`config.mk`:
```
export PLATFORM = sky130hd
export DESIGN_NAME = car_motion_ctrl
export DESIGN_NICKNAME = d
export VERILOG_FILES = /design/src/rtl/car_motion_ctrl.sv
export SDC_FILE = /design/constraint.sdc
export NUM_CORES = 1
export LEC_CHECK = 0
export BUFFER_PORTS_ARGS = -buffer_cell sky130_fd_sc_hd__buf_2
export CORE_UTILIZATION = 30
export DETAILED_ROUTE_END_ITERATION = 7
export GPL_TIMING_DRIVEN = 0
export PLACE_DENSITY = 0.58
export SETUP_SLACK_MARGIN = 0.02
export SYNTH_ARGS = -nofsm -noshare
export SYNTH_HDL_FRONTEND = slang
export SYNTH_SLANG_ARGS = --single-unit
```
`constraint.sdc`:
```
create_clock -name CLK -period 4.4 [get_ports CLK]
set_input_delay 0.88 -clock CLK [delete_from_list [all_inputs] [get_ports CLK]]
set_output_delay 0.88 -clock CLK [all_outputs]
set_load 0.01 [all_outputs]
```
`src/rtl/car_motion_ctrl.sv`:
```
// car_motion_ctrl: once per frame, during vertical blanking, steps the car sprite origin
// using the gamepad levels. Holding a direction accelerates the step, and the origin is clamped to the screen.
// Latency: a tick in cycle T gives SAMPLE in T+1, the new cars_x in T+3, the new cars_y plus an update_done pulse in T+4.
module car_motion_ctrl #(
   parameter int SCREEN_W     = 640,
   parameter int SCREEN_H     = 480,
   parameter int SPRITE_W     = 272,
   parameter int SPRITE_H     = 138,
   parameter int INIT_X       = 184,
   parameter int INIT_Y       = 171,
   parameter int MAX_STEP     = 8,
   parameter int ACCEL_FRAMES = 8
) (
   input  logic       CLK,
   input  logic       RST,
   input  logic [9:0] x,
   input  logic [8:0] y,
   input  logic       btn_up,
   input  logic       btn_down,
   input  logic       btn_left,
   input  logic       btn_right,
   input  logic       freeze,
   output logic [9:0] cars_x,
   output logic [8:0] cars_y,
   output logic [3:0] step,
   output logic       update_done
);

   typedef enum logic [2:0] {IDLE, SAMPLE, MOVE_X, MOVE_Y, DONE} state_t;

   localparam logic signed [10:0] X_MAX    = 11'(SCREEN_W - SPRITE_W);
   localparam logic signed [10:0] Y_MAX    = 11'(SCREEN_H - SPRITE_H);
   localparam logic [3:0]         STEP_MAX = 4'(MAX_STEP);
   localparam logic [8:0]         ACCEL_N  = 9'(ACCEL_FRAMES);
   localparam logic [9:0]         X0       = 10'(INIT_X);
   localparam logic [8:0]         Y0       = 9'(INIT_Y);
   localparam logic [8:0]         VB_LINE  = 9'(SCREEN_H);

   state_t            state;
   logic              vb, vb_q, tick;
   logic              dx_pos, dx_neg, dy_pos, dy_neg;
   logic [7:0]        hold;
   logic [8:0]        hold_inc;
   logic              axis_active;
   logic signed [10:0] step_s, nx, ny;
   logic [9:0]        x_next;
   logic [8:0]        y_next;

   // The first pixel of the first blanking line marks the frame. The edge detect keeps it to one cycle when the pixel clock is slower than CLK.
   assign vb   = (y == VB_LINE) && (x == 10'd0);
   assign tick = vb && !vb_q;

   // Register vb so that the tick is produced only on its rising edge.
   always_ff @(posedge CLK) begin
      if (RST) vb_q <= 1'b0;
      else     vb_q <= vb;
   end

   // Next-origin arithmetic is signed, so that a step past zero can be detected and saturated instead of wrapping.
   always_comb begin
      axis_active = (btn_right ^ btn_left) | (btn_down ^ btn_up);
      hold_inc    = {1'b0, hold} + 9'd1;
      step_s      = $signed({7'd0, step});
      nx          = $signed({1'b0, cars_x});
      ny          = $signed({2'b00, cars_y});
      if (dx_pos)      nx = nx + step_s;
      else if (dx_neg) nx = nx - step_s;
      if (dy_pos)      ny = ny + step_s;
      else if (dy_neg) ny = ny - step_s;
      x_next = nx[9:0];
      if (nx < 11'sd0)      x_next = 10'd0;
      else if (nx > X_MAX)  x_next = X_MAX[9:0];
      y_next = ny[8:0];
      if (ny < 11'sd0)      y_next = 9'd0;
      else if (ny > Y_MAX)  y_next = Y_MAX[8:0];
   end

   // Frame update sequencer. Buttons are looked at only in SAMPLE, and each axis is written in its own state.
   always_ff @(posedge CLK) begin
      if (RST) begin
         state       <= IDLE;
         cars_x      <= X0;
         cars_y      <= Y0;
         step        <= 4'd1;
         update_done <= 1'b0;
         hold        <= 8'd0;
         dx_pos      <= 1'b0;
         dx_neg      <= 1'b0;
         dy_pos      <= 1'b0;
         dy_neg      <= 1'b0;
      end else begin
         update_done <= 1'b0;
         case (state)
            IDLE: begin
               if (tick && !freeze) state <= SAMPLE;
            end
            SAMPLE: begin
               // Opposing buttons cancel on their axis.
               dx_pos <= btn_right & ~btn_left;
               dx_neg <= btn_left  & ~btn_right;
               dy_pos <= btn_down  & ~btn_up;
               dy_neg <= btn_up    & ~btn_down;
               if (axis_active) begin
                  if (hold_inc == ACCEL_N) begin
                     hold <= 8'd0;
                     if (step < STEP_MAX) step <= step + 4'd1;
                  end else begin
                     hold <= hold_inc[7:0];
                  end
               end else begin
                  hold <= 8'd0;
                  step <= 4'd1;
               end
               state <= MOVE_X;
            end
            MOVE_X: begin
               cars_x <= x_next;
               state  <= MOVE_Y;
            end
            MOVE_Y: begin
               cars_y      <= y_next;
               update_done <= 1'b1;
               state       <= DONE;
            end
            DONE: begin
               state <= IDLE;
            end
            default: state <= IDLE;
         endcase
      end
   end

endmodule

```
Yosys cells after proc, flatten, opt, wreduce, memory -nomap -nowiden
Cells that the tools add are included.
{"block": "word_totals", "register_bits": 40, "in_bits": 26, "word_cells": 65, "out_inout_bits": 24}
{"block": "classes", "magnitude_cmp": 5, "bitwise": 11, "n_addsub": 6, "n_eq_ne": 8, "reduce_logical": 8, "n_mux": 16}
{"op": "2-to-1 mux 11 bit", "count": 4}
{"op": "greater-than comparator 11 x 10 -> 1 bit (second input constant)", "count": 2}
{"op": "< comparator 11 x 1 -> 1 bit (second input constant)", "count": 2}
{"op": "2-to-1 mux 10 bit", "count": 2}
{"op": "2-to-1 mux 9 bit", "count": 2}
{"op": "2-to-1 mux 8 bit", "count": 2}
{"op": "2-to-1 mux 4 bit", "count": 3}
{"op": "case mux 3 bit (4 select lines)", "count": 1}
{"op": "adder 10 x 4 -> 11 bit", "count": 1}
{"op": "subtractor 10 x 4 -> 11 bit", "count": 1}
{"op": "adder 9 x 4 -> 10 bit", "count": 1}
{"op": "logical NOT 10 bit", "count": 1}
{"op": "subtractor 9 x 4 -> 10 bit", "count": 1}
{"op": "adder 8 x 1 -> 9 bit (second input constant)", "count": 1}
{"op": "== test 9 x 4 -> 1 bit (second input constant)", "count": 1}
{"op": "== test 9 bit (second input constant)", "count": 1}
{"op": "== test 3 x 2 -> 1 bit (second input constant)", "count": 2}
{"op": "adder 4 x 1 -> 4 bit (second input constant)", "count": 1}
{"op": "AND 1 bit", "count": 4}
{"op": "< comparator 4 bit (second input constant)", "count": 1}
{"op": "!= test 2 x 1 -> 1 bit (second input constant)", "count": 2}
{"op": "NOT 1 bit", "count": 4}
{"op": "== test 3 x 1 -> 1 bit (second input constant)", "count": 1}
{"op": "logical AND 1 bit", "count": 3}
{"op": "8 further kinds", "count": 10}

Longest topological paths before layout
{"block": "depth", "ltp_word": 6, "mapped_depth": 11, "mapped_depth_nobuf": 11}

Worst setup path after synthesis
No wires, ideal clock.
{"block": "synth_timing", "path_type": "reg-to-reg", "from": "register step[3]", "to": "register cars_x[4]", "required_time_ns": 4.278, "n_path_buf": 0, "setup_time_ns": 0.122, "t_arrival_ns": 2.773, "synth_period_minus_slack_ns": 2.895, "setup_slack_ns": 1.505, "path_stages_with_launch": 10, "path_cell_list": "dfxtp_1 inv_1 ha_1 or4b_4 or3_4 or2_0 o221a_1 o32ai_4 nand2b_2 a221o_1"}
{"block": "synth_between", "elab_chain_len": 6, "word_cells_on_any_way": 8, "cone_classes": "add/sub (2); order compare (2); mux (4)"}
{"item": "from (decl)", "line": "25", "text": "output logic [3:0] step,"}
{"item": "from (signal assigned)", "line": "106", "text": "if (step < STEP_MAX) step <= step + 4'd1;"}
{"item": "subtractor 10 x 4 -> 11 bit", "line": "67", "text": "else if (dx_neg) nx = nx - step_s;"}
{"item": "2-to-1 mux 11 bit", "line": "67"}
{"item": "2-to-1 mux 11 bit *", "line": "66", "text": "if (dx_pos) nx = nx + step_s;"}
{"item": "greater-than comparator 11 x 10 -> 1 bit", "line": "72", "text": "else if (nx > X_MAX) x_next = X_MAX[9:0];"}
{"item": "2-to-1 mux 10 bit", "line": "72"}
{"item": "2-to-1 mux 10 bit *", "line": "71", "text": "if (nx < 11'sd0) x_next = 10'd0;"}
{"item": "to (signal assigned)", "line": "117", "text": "cars_x <= x_next;"}
{"item": "to (decl)", "line": "23", "text": "output logic [9:0] cars_x,"}
Mark *: on every way between the ends. The rest lies on a longest branch, timed or not.
A chain may end at the register's enable or synchronous reset.

Final worst setup path
Same ends and word-level chain as after synthesis.

==> flow_metrics.py <==
metrics = {
    "worst_hold_path": {
        "worstHoldEndpoint": "cars_y[8]",
        "worstHoldStart": "cars_y[8]",
        "holdPathStages": 2,
        "hold_path_class": "register to register",
    },
    "status": {
        "status": "completed",
    },
    "worst_setup_path": {
        "reg2reg_depth": 9,
        "start_kind": "register",
        "cp_max_fo": 9,
        "worstSetupPathType": "register to register",
        "slowest_delay_ns": 0.53,
        "timing.rr.end": "cars_x[4]",
        "crit_required_ns": 4.59,
        "r2r_setup_slack_ns": 1.19,
        "path_cells": "inv_1 -> ha_1 -> or4b_4 -> or4_1 -> nor3_1 -> a311oi_1 -> o32ai_4 -> nand2b_2 -> a221o_1",
        "critical_path.slowest_cell": "o32ai_4",
        "arrival_ns": 3.40,
        "cp_num_buf_inv": 1,
        "regToRegStartpoint": "step[3]",
        "crit_path_end_kind": "register",
        "cp_top_family": "simple AND/OR/NAND/NOR gates",
    },
    "power_and_ir_drop": {
        "vdd.ir_drop.worst_mv": 0.1053,
        "power_leakage_nw": 1.473,
        "fin_total_pwr_w": 0.0007084,
        "p_per_area_nw_per_um2": 191.8,
    },
    "detailed_routing": {
        "vias": 3176,
        "ant_nets": 0,
        "route.top_layer_used": "met4",
        "met3RoutedLength_um": 361,
        "drtIter0Drc": 166,
        "routed-wl-met2_um": 3886,
        "vias_per_cell": 5.250,
        "wl_um": 8281,
        "wl_per_cell_um": 13.69,
        "drc": 0,
        "firstDrtPassIters": 5,
        "wl_met1_um": 3976,
    },
    "sta": {
        "final.min_clock_period_ns": 3.213,
        "finClkSkew_ns": 0.004477,
        "tightest_slew_ns": 0.9893,
        "relSlewSlack": 0.3390,
        "timing.fmax_ghz": 0.3113,
        "setup-tns-final_ns": 0,
        "holdWs_ns": 0.5122,
        "rsz0062_at_grt": "no",
        "slew_violations": 0,
        "timing_hold_violations_final": 0,
        "finalSetupViolations": 0,
        "period_share": 0.7302,
    },
    "floorplan": {
        "initial_core_util": 0.3083,
        "dieHeight_um": 104.8,
        "pin_count": 50,
        "core_area_sq_um": 10280,
        "die_area_sq_um": 10970,
        "die_x_um": 104.8,
        "rows": 37,
    },
    "yosys": {
        "yosysTopAreaCell": "dfxtp_1",
        "seq_area_frac_synth": 0.2528,
        "yosysMostFrequentCell": "nor2_1",
        "synth_common_cells": "nor2_1 (47), dfxtp_1 (40), nand2_1 (36), inv_1 (29), a21oi_1 (28)",
        "synth_top_area_share": 0.2528,
        "synthArstFlopShare": 0,
        "synth_edf_count": 0,
        "synthFlopType": "dfxtp_1",
        "synth_nets": 465,
        "avgSynthCellArea_sq_um": 7.671,
        "ys_seq_elements": 40,
        "syn-cell-area_sq_um": 3168,
        "ys_top_cells_by_area": "dfxtp_1 (25%), ha_1 (8.7%), nor2_1 (5.6%), a21oi_1 (4.4%), nand2_1 (4.3%)",
        "synth_cells": 413,
        "synth_cell_type_count": 66,
        "yosysWarningCount": 0,
    },
    "clock_network": {
        "hold_buffers": 0,
        "cts_resized": 0,
        "cts_tree": "built",
        "cts.path.max_buffers": 2,
        "cts.sinks": 40,
        "htree_levels": 2,
        "clock_latency_ns": 0.30,
        "clkTransAtPathRegs_ns": 0.09,
        "cts_buffers": 5,
        "cts-root-buf": "clkbuf_8",
        "cts_setup_buffers": 0,
    },
    "global_route": {
        "grt_pass1_vias": 2896,
        "gr-total-overflow": 0,
        "grt_usage": 0.1520,
        "grt_max_degree": 15,
        "grt_pass1_wl_um": 13790,
        "grt_antenna_before_repair": 0,
    },
    "cells_and_area": {
        "syn_to_final_growth_pct": 16.59,
        "final_cells": 605,
        "antennaDiodeCount": 0,
        "fin_nets": 520,
        "layout-drive-gt1-share": 0.1642,
    },
    "run": {
        "drv_cap": 0,
    },
    "placement": {
        "globalplace.congestion": 0.8524,
        "io_buffers": 48,
        "dp_hpwl_um": 6440,
        "dp_cells": 597,
    },
}
-- power by group --
group	leakage, nW	switching, W	internal [W]
registers	0.322	0.0000000000721	0.000362
clock network	0.0548	0.000149	0.000171
logic	1.10	0.0000154	0.0000113
total	1.47	0.000164	0.000544
-- cells by family after synthesis --
group / count (synthesis) / share of synthesized area
muxes: 3 / 0.009874
DFF: 40 / 0.2528
xor gates and xnor gates: 15 / 0.04147
adders and majority gates: 26 / 0.1122
and+or+nand+nor: 155 / 0.2413
buffers and inverters: 49 / 0.06161
AOI/OAI and AO/OA: 125 / 0.2808
-- how the worst max path moves through the flow --
stage               slack (ns)  depth (start not counted)   endpoint    start
finish                    1.19                          9  cars_x[4]  step[3]
global route              1.01                          9  cars_x[4]  step[3]
CTS                       1.19                          9  cars_x[4]  step[3]
detailed placement        1.23                          9  cars_x[4]  step[3]
global placement          1.27                          9  cars_x[4]  step[1]
floorplan                 1.51                          9  cars_x[4]  step[3]
-- final cells by class --
cell class,count,area [sq um]
Buffer,20,86.33
Clock buffer,5,68.82
Clock inverter,3,46.29
Fill cell,1136,6584
Inverter,29,108.9
Multi-Input combinational cell,324,2172
Sequential cell,40,800.8
Tap cell,136,170.2
Timing Repair Buffer,48,240.2
-- through the flow --
step / setup WS [ns] / instance area, sq um / utilization
3_3_place_gp: 1.270 / 3578 / 0.3482
4_1_cts: 1.192 / 3694 / 0.3594
5_1_grt: 1.009 / 3694 / 0.3594
3_5_place_dp: 1.226 / 3578 / 0.3482
6_report: 1.187 / 3694 / 0.3594
2_1_floorplan: 1.505 / 3168 / -
-- state kept, by name, summed over array words and instances (netlist names) --
signal       cells
cars_x          10
cars_y           9
hold             8
step             4
state            3
dx_neg           1
dx_pos           1
dy_neg           1
dy_pos           1
update_done      1
vb_q             1
-- worst reg2reg max path: cells and delay by family, from the launching register on --
kind / cells / cell delay [ns]
AND/OR/NAND/NOR: 4 / 1.29
flip-flops: 1 / 0.44
adder cells (fa/ha/maj): 1 / 0.23
buffers and inverters: 1 / 0.16
AO/OA/AOI/OAI: 3 / 0.98
-- per-layer routing --
| metal | vias to the layer above | global-route usage |
|---|---|---|
| li1 | 1611 | - |
| met1 | 1478 | 0.2056 |
| met2 | 82 | 0.2578 |
| met3 | 5 | 0.01809 |
| met4 | 0 | 0.03320 |
| met5 | - | 0 |
-- placed cells by master (no fill, tap or decap), types with 3 or more instances in the layout --
cell / n
dfxtp_1: 40
nand3_1: 8
fa_1: 4
nor2_1: 47
xnor2_1: 8
and2_1: 3
a31oi_1: 6
and3_1: 9
a21o_1: 7
xor2_1: 7
nor3_1: 16
nand2_1: 36
nor2b_1: 6
clkbuf_1: 15
o2111ai_1: 5
nand4_1: 5
o211ai_1: 4
or4_1: 3
or3_1: 4
o31ai_1: 5
buf_2: 51
a22oi_1: 7
a21oi_1: 28
nor4_1: 4
clkbuf_8: 5
a221oi_1: 5
ha_1: 22
o21a_1: 5
o21ai_0: 20
a32oi_1: 4
inv_1: 29
a211oi_1: 5
(Power assumes the default switching activity.)
